### src/rtl/nibble_packer.sv
// Packs a stream of 4-bit nibbles into NIBBLES-wide words with valid/ready
// handshakes on both sides, a synchronous flush and a one-deep output register.
module nibble_packer #(
   parameter int unsigned NIBBLES   = 2,
   parameter bit          MSB_FIRST = 1'b1
) (
   input  logic                   clk,
   input  logic                   rst_n,
   input  logic [3:0]             nib_in,
   input  logic                   nib_valid,
   output logic                   nib_ready,
   input  logic                   flush,
   output logic [4*NIBBLES-1:0]   word_out,
   output logic                   word_valid,
   input  logic                   word_ready,
   output logic [2:0]             fill_cnt
);

   localparam int unsigned W    = 4 * NIBBLES;
   localparam int unsigned SH_W = 6;

   typedef enum logic {
      FILL = 1'b0,
      FULL = 1'b1
   } state_t;

   state_t            state;
   logic [W-1:0]      acc;
   logic [SH_W-1:0]   shift;
   logic [SH_W-1:0]   slot_base;
   logic [W-1:0]      placed;
   logic              last;
   logic              accept;
   logic              consume;
   logic              complete;

   // Bit position of the incoming nibble inside the accumulator.
   always_comb begin
      slot_base = {1'b0, fill_cnt, 2'b00};
      shift     = slot_base;
      if (MSB_FIRST) begin
         shift = SH_W'(W - 4) - slot_base;
      end
      placed = W'(nib_in) << shift;
   end

   // Handshake qualifiers; the final nibble stalls only if it would clobber an
   // unconsumed word, and flush blocks all intake.
   always_comb begin
      last      = (fill_cnt == 3'(NIBBLES - 1));
      nib_ready = !flush && (!last || !word_valid || word_ready);
      accept    = nib_valid && nib_ready;
      consume   = word_valid && word_ready;
      complete  = accept && last;
   end

   assign word_valid = (state == FULL);

   // Accumulator, fill counter, output word and FILL/FULL state.
   always_ff @(posedge clk or negedge rst_n) begin
      if (!rst_n) begin
         state    <= FILL;
         acc      <= '0;
         fill_cnt <= 3'd0;
         word_out <= '0;
      end else begin
         if (flush) begin
            acc      <= '0;
            fill_cnt <= 3'd0;
         end else if (accept) begin
            if (last) begin
               acc      <= '0;
               fill_cnt <= 3'd0;
            end else begin
               acc      <= acc | placed;
               fill_cnt <= fill_cnt + 3'd1;
            end
         end

         if (complete) begin
            word_out <= acc | placed;
         end

         case (state)
            FILL: if (complete) state <= FULL;
            FULL: if (consume && !complete) state <= FILL;
            default: state <= FILL;
         endcase
      end
   end

endmodule

### config.mk
export PLATFORM = sky130hd
export DESIGN_NAME = nibble_packer
export DESIGN_NICKNAME = d
export VERILOG_FILES = /design/src/rtl/nibble_packer.sv
export SDC_FILE = /design/constraint.sdc
export NUM_CORES = 1
export LEC_CHECK = 0
export ABC_AREA = 1
export CAP_MARGIN = 20
export CORE_UTILIZATION = 37
export DETAILED_ROUTE_END_ITERATION = 6
export GPL_ROUTABILITY_DRIVEN = 0
export GPL_TIMING_DRIVEN = 0
export PLACE_DENSITY = 0.63
export SYNTH_ARGS = -nofsm -noshare
export SYNTH_HDL_FRONTEND = slang
export SYNTH_SLANG_ARGS = --single-unit
### constraint.sdc
create_clock -name clk -period 2 [get_ports clk]
set_input_delay 0.3 -clock clk [delete_from_list [all_inputs] [get_ports clk]]
set_output_delay 0.3 -clock clk [all_outputs]
set_load 0.05 [all_outputs]
After elaboration in Yosys (flattened, before gate mapping) --
Cells that the tools add are included.
Cells by class: multiplexer cells 9, bitwise logic cells 2, div/mod/pow operators 0, reductions and logical operators 12, $lt $le $gt $ge 0, multiply operators 0, equality and inequality tests 1, shift operators 1, $add $sub $neg 2
Operators with widths (number):
- two-way mux 8 bit | 3
- two-way mux 3 bit | 3
- bitwise OR 8 bit | 1
- left shift 4 x 6 -> 8 bit | 1
- subtractor 3 x 5 -> 6 bit, first input constant | 1
- logical AND 1 bit | 5
- zero test 1 bit | 4
- adder 3 x 1 -> 3 bit, second input constant | 1
- equality test 3 x 1 -> 1 bit, second input constant | 1
- logical OR 1 bit | 2
- two-way mux 1 bit | 2
- one-hot mux 1 bit (2 select lines) | 1
- nonzero test 2 bit | 1
- inverter 1 bit | 1
Word-level totals: ROM bits 0, bits in latches 0, output and inout port bits 13, register bits 20, memory bits (writable) 0, memories 0, input bits 9, word-level logic and storage cells 31

Depth between registers and ports, before layout --
Gate-level depths: netlist of the first run.
depth after elaboration 11, depth in mapped cells 7, depth with buffers taken out 7

Worst setup path after synthesis of the first run --
OpenSTA, ideal clock, no wires.
kind register -> register, from register fill_cnt[0], to register fill_cnt[1], path buffers 1, setup time 0.067 ns, clock period less this slack 1.611 ns, required time 1.933 ns, setup slack 0.389 ns, stages on the path, launching flop included 8, data arrival time 1.544 ns, cells stage by stage dfrtp_1 -> buf_2 -> nand2_2 -> nand2_2 -> nand2_2 -> nand2_4 -> nand3_1 -> nand2_1
Between the ends: word-level cells in the longest chain between the ends 7, elaborated cells on any way between the ends 11, those cells by class add/sub (1); eq/ne (1); mux (3); reduce/logical (6)
RTL lines:
- start, declared | line 16 | output logic [2:0] fill_cnt
- start signal, assigned | line 76 | fill_cnt <= fill_cnt + 3'd1;
- equality test 3 x 1 -> 1 bit | line 50 | last = (fill_cnt == 3'(NIBBLES - 1));
- zero test 1 bit | line 51 | nib_ready = !flush && (!last || !word_valid || word_ready);
- logical OR 1 bit (2 in a row) | line 51
- logical AND 1 bit | line 51
- via nib_ready | line 11 | output logic nib_ready,
- logical AND 1 bit | line 52 | accept = nib_valid && nib_ready;
- nonzero test 2 bit (no line)
The timed path passes the listed nets, and every way through them passes these cells. The select of a mux whose other input is x is not followed. A chain may end at the register's enable or synchronous reset.

Worst setup path after layout of the first run --
from register fill_cnt[1], to output port fill_cnt[1]
No word-level cell between the ends.

==> results of run 1 <==
==> registers in the layout, summed over array words and instances (netlist names) <==
register / count
acc: 8
word_out: 8
fill_cnt: 3
word_valid: 1
==> what timing repair did <==
item / CTS / global route
cloned: 0 / 0
buffers inserted: 0 / 0
endpoints found under the hold margin: 0 / 0
endpoints found under the setup margin: 1 / 2
gates resized for setup: 3 / 3
==> area by class of cell <==
type | instances | area, um^2 | area share, %
flip-flops and latches | 20 | 500 | 38.5
multi-input cells | 76 | 407 | 31.2
repair buffers | 21 | 208 | 16.0
inverters | 20 | 75.1 | 5.77
well taps | 30 | 37.5 | 2.88
clock inverters | 1 | 30.0 | 2.31
clock buffers | 3 | 22.5 | 1.73
plain buffers | 3 | 21.3 | 1.63
==> through the flow <==
stage	setup WS, ns	power (uW)	std cells
finish	0.0868	1220	174
global route	0.0261	1290	174
CTS	0.0445	1240	174
detailed placement	-0.380	906	170
global placement	-0.377	902	170
floorplan	0.389	764	119
==> layer usage <==
layer	GRT usage, %	share of wire (%)
met1	23.1	49
met2	26.7	46
met3	3.39	4.2
met4	7.69	0.46
met5	0	0
==> logic make-up (layout without fill, tap and decap cells) <==
| group | count (synthesis) | after routing | share of synthesized area [%] |
|---|---|---|---|
| buffers and inverters | 23 | 48 | 9.60 |
| flip-flops | 20 | 20 | 49.9 |
| AO/OA/AOI/OAI | 13 | 13 | 9.60 |
| AND/OR/NAND/NOR | 62 | 62 | 30.1 |
| XOR/XNOR | 1 | 1 | 0.873 |
==> placed cells by master (no fill, tap or decap) <==
cell             instances
buf_6                    1
nand2_2                  5
dfrtp_1                 20
a21oi_1                  1
nor2_4                   1
nand2_1                 32
buf_2                    3
clkdlybuf4s50_1         19
bufinv_16                1
nand4_4                  1
o21ai_2                  8
nor2_2                   1
nand3_1                 15
dlymetal6s2s_1           1
xor2_1                   1
inv_2                    3
a31oi_1                  1
nand2_4                  1
clkbuf_4                 3
inv_1                   17
nand4_1                  1
o21ai_1                  3
nor2_1                   5
==> report_power, final <==
part	switching [uW]	internal, uW	total [uW]
clock network	130	203	333
logic	272	138	410
registers	27.3	454	481
==> final timing paths <==
| check | start | endpoint | slack, ns | depth (start not counted) |
|---|---|---|---|---|
| setup / recovery | fill_cnt[1] | fill_cnt[1] | 0.09 | 1 |
| hold / removal | rst_n | acc[0] | 0.48 | 1 |
| setup reg to reg | fill_cnt[1] | word_out[2] | 0.68 | 7 |
| hold reg to reg | acc[3] | acc[3] | 0.49 | 2 |
| max in group asynchronous | rst_n | acc[4] | 0.97 | 1 |
| min in group clk | acc[3] | acc[3] | 0.49 | 2 |
==> flow_summary.yaml, run 1 <==
cts:
  clockBufferDepth: 2
  holdBufCountCts: 0
  cts_tree: "yes"
  cts_sinks: 20
  h-tree-depth: 1
  cts.reportedPaths.clkPinSlew_ns: 0.13
  cts_root_buffer: "clkbuf_4"
  numCtsBuffers: 3
  clk_latency_ns: 0.31
floorplanning:
  ios: 22
  die_area_um2: 2920
  fp.dieW_um: 54.1
  initial_utilization_pct: 39.8
  num_rows: 18
  die_h_um: 54.1
  core_um2: 2520
yosys:
  syn-num-nets: 128
  yosys.cell_types.count: 19
  synthCells: 119
  synthTopCellsByCount: "nand2_1 (32), dfrtp_1 (20), inv_1 (17)"
  synth_area_leader_cell: "dfrtp_1"
  synth_area_um2: 1000
  synth_top_flop_cell: "dfrtp_1"
  netlist.area_leader.share_pct: 49.9
  yosys-top-cells-area: "dfrtp_1 (50%), nand2_1 (12%), nand3_1 (7.5%)"
  ys_async_sr_fraction_pct: 100
  synth-edff-count: 0
  yosysWarnings: 0
  ys_seq_elements: 20
  ys_seq_area_share_pct: 49.9
  synth_most_common_cell: "nand2_1"
  avgSynthCellArea_um2: 8.43
critical_path:
  arrival_ns: 1.61
  cp-end-kind: "output port"
  crit_fanout: 5
  worstPathRequired_ns: 1.70
  path_class: "flip-flop to output port"
  crit_chain: "clkdlybuf4s50_1"
  path_buf_inv: 1
  crit_family: "buffers and inverters"
  critPathMaxStageDelay_ns: 0.84
  slowest_stage: "clkdlybuf4s50_1"
  cp-start-kind: "flip-flop"
power:
  leakage_uw: 0.000684
  pwr_density_cell_nw_per_um2: 941
  peakVddDrop_mv: 0.528
sta:
  setup_viol: 0
  rsz0062_at_grt: "false"
  finalHoldViolations: 0
  clock-skew-final_ns: 0.0130
  worst_pin_slew_ns: 0.889
  tns_ns: 0
  min_period_ns: 1.91
  slew_violations: 0
  maxSlewHeadroom_pct: 40.5
  min_period_over_period_pct: 95.7
  hold_slack_ns: 0.482
  fmax_mhz: 523
drt:
  via_count: 840
  post_drt_wl_per_cell_um: 11.3
  drc: 0
  ant_nets: 0
  drt_iter0_markers: 15
  wl_um: 1960
  via_per_inst: 4.83
  dr.pass1.iters: 4
status:
  status: "completed"
worst_hold_path:
  hold_path_class: "input port to async pin"
global_route:
  grt_max_degree: 21
  antenna_found_initial: 0
  grt_pass1_wl_um: 3480
  first_global_vias: 834
  grt.total_usage_pct: 17.2
  grt_overflow: 0
final_layout:
  design_area_um2: 1300
  fin_nets: 154
  drive_gt1_share_pct: 19.4
  antennaDiodeCount: 0
  n_fill_cell: 250
  finish.utilization_pct: 51.6
  area.growth.synth_to_final_pct: 29.7
placed_design:
  placed_area_um2: 1250
  port_buffers: 21
  hpwl_um: 1450
job:
  cap_violations: 0
Power figures use the tool's default switching activity.
==> inputs of run 2 (changes only) <==
- MAX_ROUTING_LAYER: unset -> met4
==> flow_summary.yaml, run 2 (synthesis gave the netlist of run 1 again) <==
final_layout:
  final_common_cell: "nand2_1"
  largest_registers: "acc: 8 flops, word_out: 8 flops, fill_cnt: 3 flops"
  layout_common_cells: "nand2_1 (32), dfrtp_1 (20), clkdlybuf4s50_1 (19), inv_1 (17), nand3_1 (15)"
  drive_gt1_share_pct: 19.4
  area.growth.synth_to_final_pct: 29.7
  antennaDiodeCount: 0
  fin_cells: 174
  fin_nets: 154
  design_area_um2: 1300
critical_path:
  critPathMaxStageDelay_ns: 0.84
  cp-end-kind: "output port"
  crit_chain: "clkdlybuf4s50_1"
  worstPathRequired_ns: 1.70
  path_class: "flip-flop to output port"
  crit_fanout: 5
  arrival_ns: 1.61
  path_buf_inv: 1
  crit_family: "buffers and inverters"
  slowest_stage: "clkdlybuf4s50_1"
  cp-start-kind: "flip-flop"
cts:
  post_cts_resized: 3
  post_cts_buffers: 0
  numCtsBuffers: 3
  clockBufferDepth: 2
  cts_tree: "yes"
  holdBufCountCts: 0
  cts_root_buffer: "clkbuf_4"
  cts_sinks: 20
  cts.reportedPaths.clkPinSlew_ns: 0.13
  h-tree-depth: 1
  clk_latency_ns: 0.31
power:
  pwr-share-seq_pct: 39.3
  leakage_uw: 0.000684
  switching_share_pct: 35.1
  netSwitchingPower_uw: 430
  pwr_density_cell_nw_per_um2: 941
  peakVddDrop_mv: 0.528
  p_clk_share_pct: 27.2
  p_int_uw: 794
  pwr-share-comb_pct: 33.5
floorplanning:
  num_rows: 18
  die_area_um2: 2920
  core_um2: 2520
  die_h_um: 54.1
  initial_utilization_pct: 39.8
  fp.dieW_um: 54.1
  ios: 22
placed_design:
  port_buffers: 21
  placedCellCount: 170
  placed_area_um2: 1250
  hpwl_um: 1450
sta:
  setup_viol: 0
  maxSlewHeadroom_pct: 40.5
  clock-skew-final_ns: 0.0128
  worst_pin_slew_ns: 0.890
  min_period_over_period_pct: 95.6
  slew_violations: 0
  fmax_mhz: 523
  min_period_ns: 1.91
  finalHoldViolations: 0
  rsz0062_at_grt: "false"
status:
  status: "completed"
drt:
  ant_nets: 0
  via_count: 847
  drt_iter0_markers: 15
  post_drt_wl_per_cell_um: 11.3
  wl_um: 1960
  dr.pass1.iters: 4
  via_per_inst: 4.87
  drc: 0
global_route:
  grt_pass1_wl_um: 3480
  first_global_vias: 833
  grt.total_usage_pct: 17.7
  grt_overflow: 0
  grt_max_degree: 21
  antenna_found_initial: 0
job:
  cap_violations: 0
worst_hold_path:
  hold_path_class: "input port to async pin"
run 2: cell counts in the layout (fill, tap and decap cells not counted):
Identical to the previous run, type by type.
run 2: layout make-up:
class | instances | area [um^2]
multi-input combinational | 76 | 407
clock buffer | 3 | 22.5
clock inverter | 1 | 30.0
sequential | 20 | 500
inverter | 20 | 75.1
buffer | 3 | 21.3
timing repair buffer | 21 | 208
tap | 30 | 37.5
fill | 250 | 1220
run 2: routing by layer:
metal	share of wire [%]	GRT usage, %	up-vias
li1	-	-	425
met1	49	23.1	399
met2	46	26.7	21
met3	4.4	3.39	2
met4	0.31	7.69	0
met5	0	-	-
run 2: final timing paths:
kind	startpoint	endpoint	slack [ns]	depth (start not counted)
worst max-delay path	fill_cnt[1]	fill_cnt[1]	0.09	1
worst min-delay path	rst_n	acc[0]	0.48	1
worst max register to register	fill_cnt[1]	word_out[2]	0.68	7
worst min register to register	acc[3]	acc[3]	0.49	2
max in group asynchronous	rst_n	acc[4]	0.97	1
min in group clk	acc[3]	acc[3]	0.49	2
run 2: power groups by stage:
stage | Clock (uW) | Combinational, uW | Sequential, uW
after CTS | 342 | 417 | 483
after global routing | 357 | 443 | 490
after detailed placement | 0 | 416 | 490
after floorplan | 0 | 124 | 640
after global placement | 0 | 414 | 488
final | 333 | 410 | 481
run 2: per-stage QoR:
step	hold slack (ns)	util (%)	setup WS (ns)	total power [uW]	TNS [ns]
detailed placement	0.461	49.6	-0.380	906	-0.380
finish	0.482	51.6	0.0885	1220	0
global route	0.527	51.6	0.0261	1290	0
CTS	0.492	51.7	0.0445	1240	0
floorplan	0.00441	-	0.389	764	0
global placement	0.449	49.6	-0.377	902	-0.377
run 2: worst reg2reg max path: cells and delay by family, from the launching register on:
kind | cells | cell delay, ns
DFF | 1 | 0.47
buffers and inverters | 2 | 0.30
and+or+nand+nor | 4 | 0.42
AOI/OAI and AO/OA | 1 | 0.04
==> inputs of run 3 (changes only) <==
- REMOVE_ABC_BUFFERS: unset -> 1
==> flow_summary.yaml, run 3 (synthesis gave the netlist of run 1 again) <==
sta:
  fmax_mhz: 521
  rsz0062_at_grt: "false"
  min_period_ns: 1.92
  clock-skew-final_ns: 0.00309
  min_period_over_period_pct: 95.9
  setup_viol: 0
  maxSlewHeadroom_pct: 36.2
  slew_violations: 0
  finalHoldViolations: 0
  worst_pin_slew_ns: 0.954
critical_path:
  cp-end-kind: "output port"
  arrival_ns: 1.62
  critPathMaxStageDelay_ns: 0.85
  crit_chain: "clkdlybuf4s50_1"
  crit_fanout: 5
  slowest_stage: "clkdlybuf4s50_1"
  path_class: "flip-flop to output port"
  path_buf_inv: 1
  cp-start-kind: "flip-flop"
  crit_family: "buffers and inverters"
  worstPathRequired_ns: 1.70
final_layout:
  area.growth.synth_to_final_pct: 25.9
  finish.utilization_pct: 50.1
  largest_registers: "acc: 8 flops, word_out: 8 flops, fill_cnt: 3 flops"
  layout_common_cells: "nand2_1 (32), dfrtp_1 (20), clkdlybuf4s50_1 (18), inv_1 (17), nand3_1 (15)"
  fin_cells: 172
  fin_nets: 153
  final_common_cell: "nand2_1"
  antennaDiodeCount: 0
  drive_gt1_share_pct: 18.3
cts:
  cts_sinks: 20
  cts_tree: "yes"
  clk_latency_ns: 0.30
  cts.reportedPaths.clkPinSlew_ns: 0.10
  h-tree-depth: 1
  cts_root_buffer: "clkbuf_4"
  clockBufferDepth: 2
  numCtsBuffers: 3
floorplanning:
  die_h_um: 54.1
  fp.dieW_um: 54.1
  core_um2: 2520
  ios: 22
  die_area_um2: 2920
  initial_utilization_pct: 39.8
  num_rows: 18
global_route:
  grt_max_degree: 21
  first_global_vias: 761
  grt_overflow: 0
  antenna_found_initial: 0
  grt_pass1_wl_um: 3180
  grt.total_usage_pct: 15.9
drt:
  via_per_inst: 4.61
  wl_um: 1930
  via_count: 793
  ant_nets: 0
  post_drt_wl_per_cell_um: 11.2
  dr.pass1.iters: 4
  drc: 0
  drt_iter0_markers: 7
job:
  cap_violations: 0
placed_design:
  placedCellCount: 167
  hpwl_um: 1350
  port_buffers: 21
power:
  leakage_uw: 0.000667
  pwr_density_cell_nw_per_um2: 849
  peakVddDrop_mv: 0.522
worst_hold_path:
  hold_path_class: "flip-flop to flip-flop"
status:
  status: "completed"
==> run 3: report_power, final <==
| group | total, uW | switching [uW] | internal (uW) | leakage, uW |
|---|---|---|---|---|
| registers | 487 | 33.3 | 454 | 0.000269 |
| clock network | 190 | 120 | 70.3 | 0.0000138 |
| logic | 395 | 263 | 133 | 0.000385 |
| total | 1070 | 416 | 657 | 0.000667 |
==> run 3: final timing paths <==
kind | startpoint | endpoint | slack [ns] | cells after the start
min reg2reg | acc[3] | acc[3] | 0.48 | 2
max in group asynchronous | rst_n | word_out[3] | 0.90 | 1
min in group asynchronous | rst_n | word_out[2] | 0.52 | 1
max | fill_cnt[1] | fill_cnt[1] | 0.08 | 1
max reg2reg | fill_cnt[0] | word_out[3] | 0.51 | 5
min | acc[3] | acc[3] | 0.48 | 2
==> run 3: worst reg2reg max path: stages (launching register included) <==
cell and delay [ns]:
dfrtp_1 0.63, nand2_2 0.10, nor2_2 0.16, nand4_4 0.28
nand2_1 0.17, o21ai_2 0.06
==> run 3: layer usage <==
| layer | global-route usage [%] | routed length, um | vias up |
|---|---|---|---|
| met1 | 17.7 | 911 | 354 |
| li1 | - | - | 420 |
| met5 | - | 0 | - |
| met4 | 3.85 | 10 | 0 |
| met3 | 5.93 | 85 | 2 |
| met2 | 26.7 | 920 | 17 |
==> run 3: cell type report <==
cell class	count	area, um^2
timing repair buffer	23	221
tap	30	37.5
multi-input combinational	76	407
clock buffer	3	22.5
sequential	20	500
fill	260	1260
inverter	20	75.1
==> run 3: per-stage QoR <==
step	hold WS, ns	instance area (um^2)	setup TNS [ns]	power (uW)	setup WS [ns]
finish	0.482	1260	0	1070	0.0813
detailed placement	0.457	1230	-0.268	898	-0.268
global placement	0.449	1230	-0.265	893	-0.265
CTS	0.484	1250	-0.0172	1090	-0.0172
global route	0.513	1260	0	1130	0.0290
floorplan	0.00441	982	0	759	0.394
==> run 3: repair_timing <==
item                                    in CTS  in global routing
hold buffers                                 0                  0
pin swaps                                    0                  1
hold endpoints to repair                     0                  0
gates resized for setup                      2                  3
setup buffers                                0                  2
endpoints found under the setup margin       2                  2
gates cloned                                 0                  0
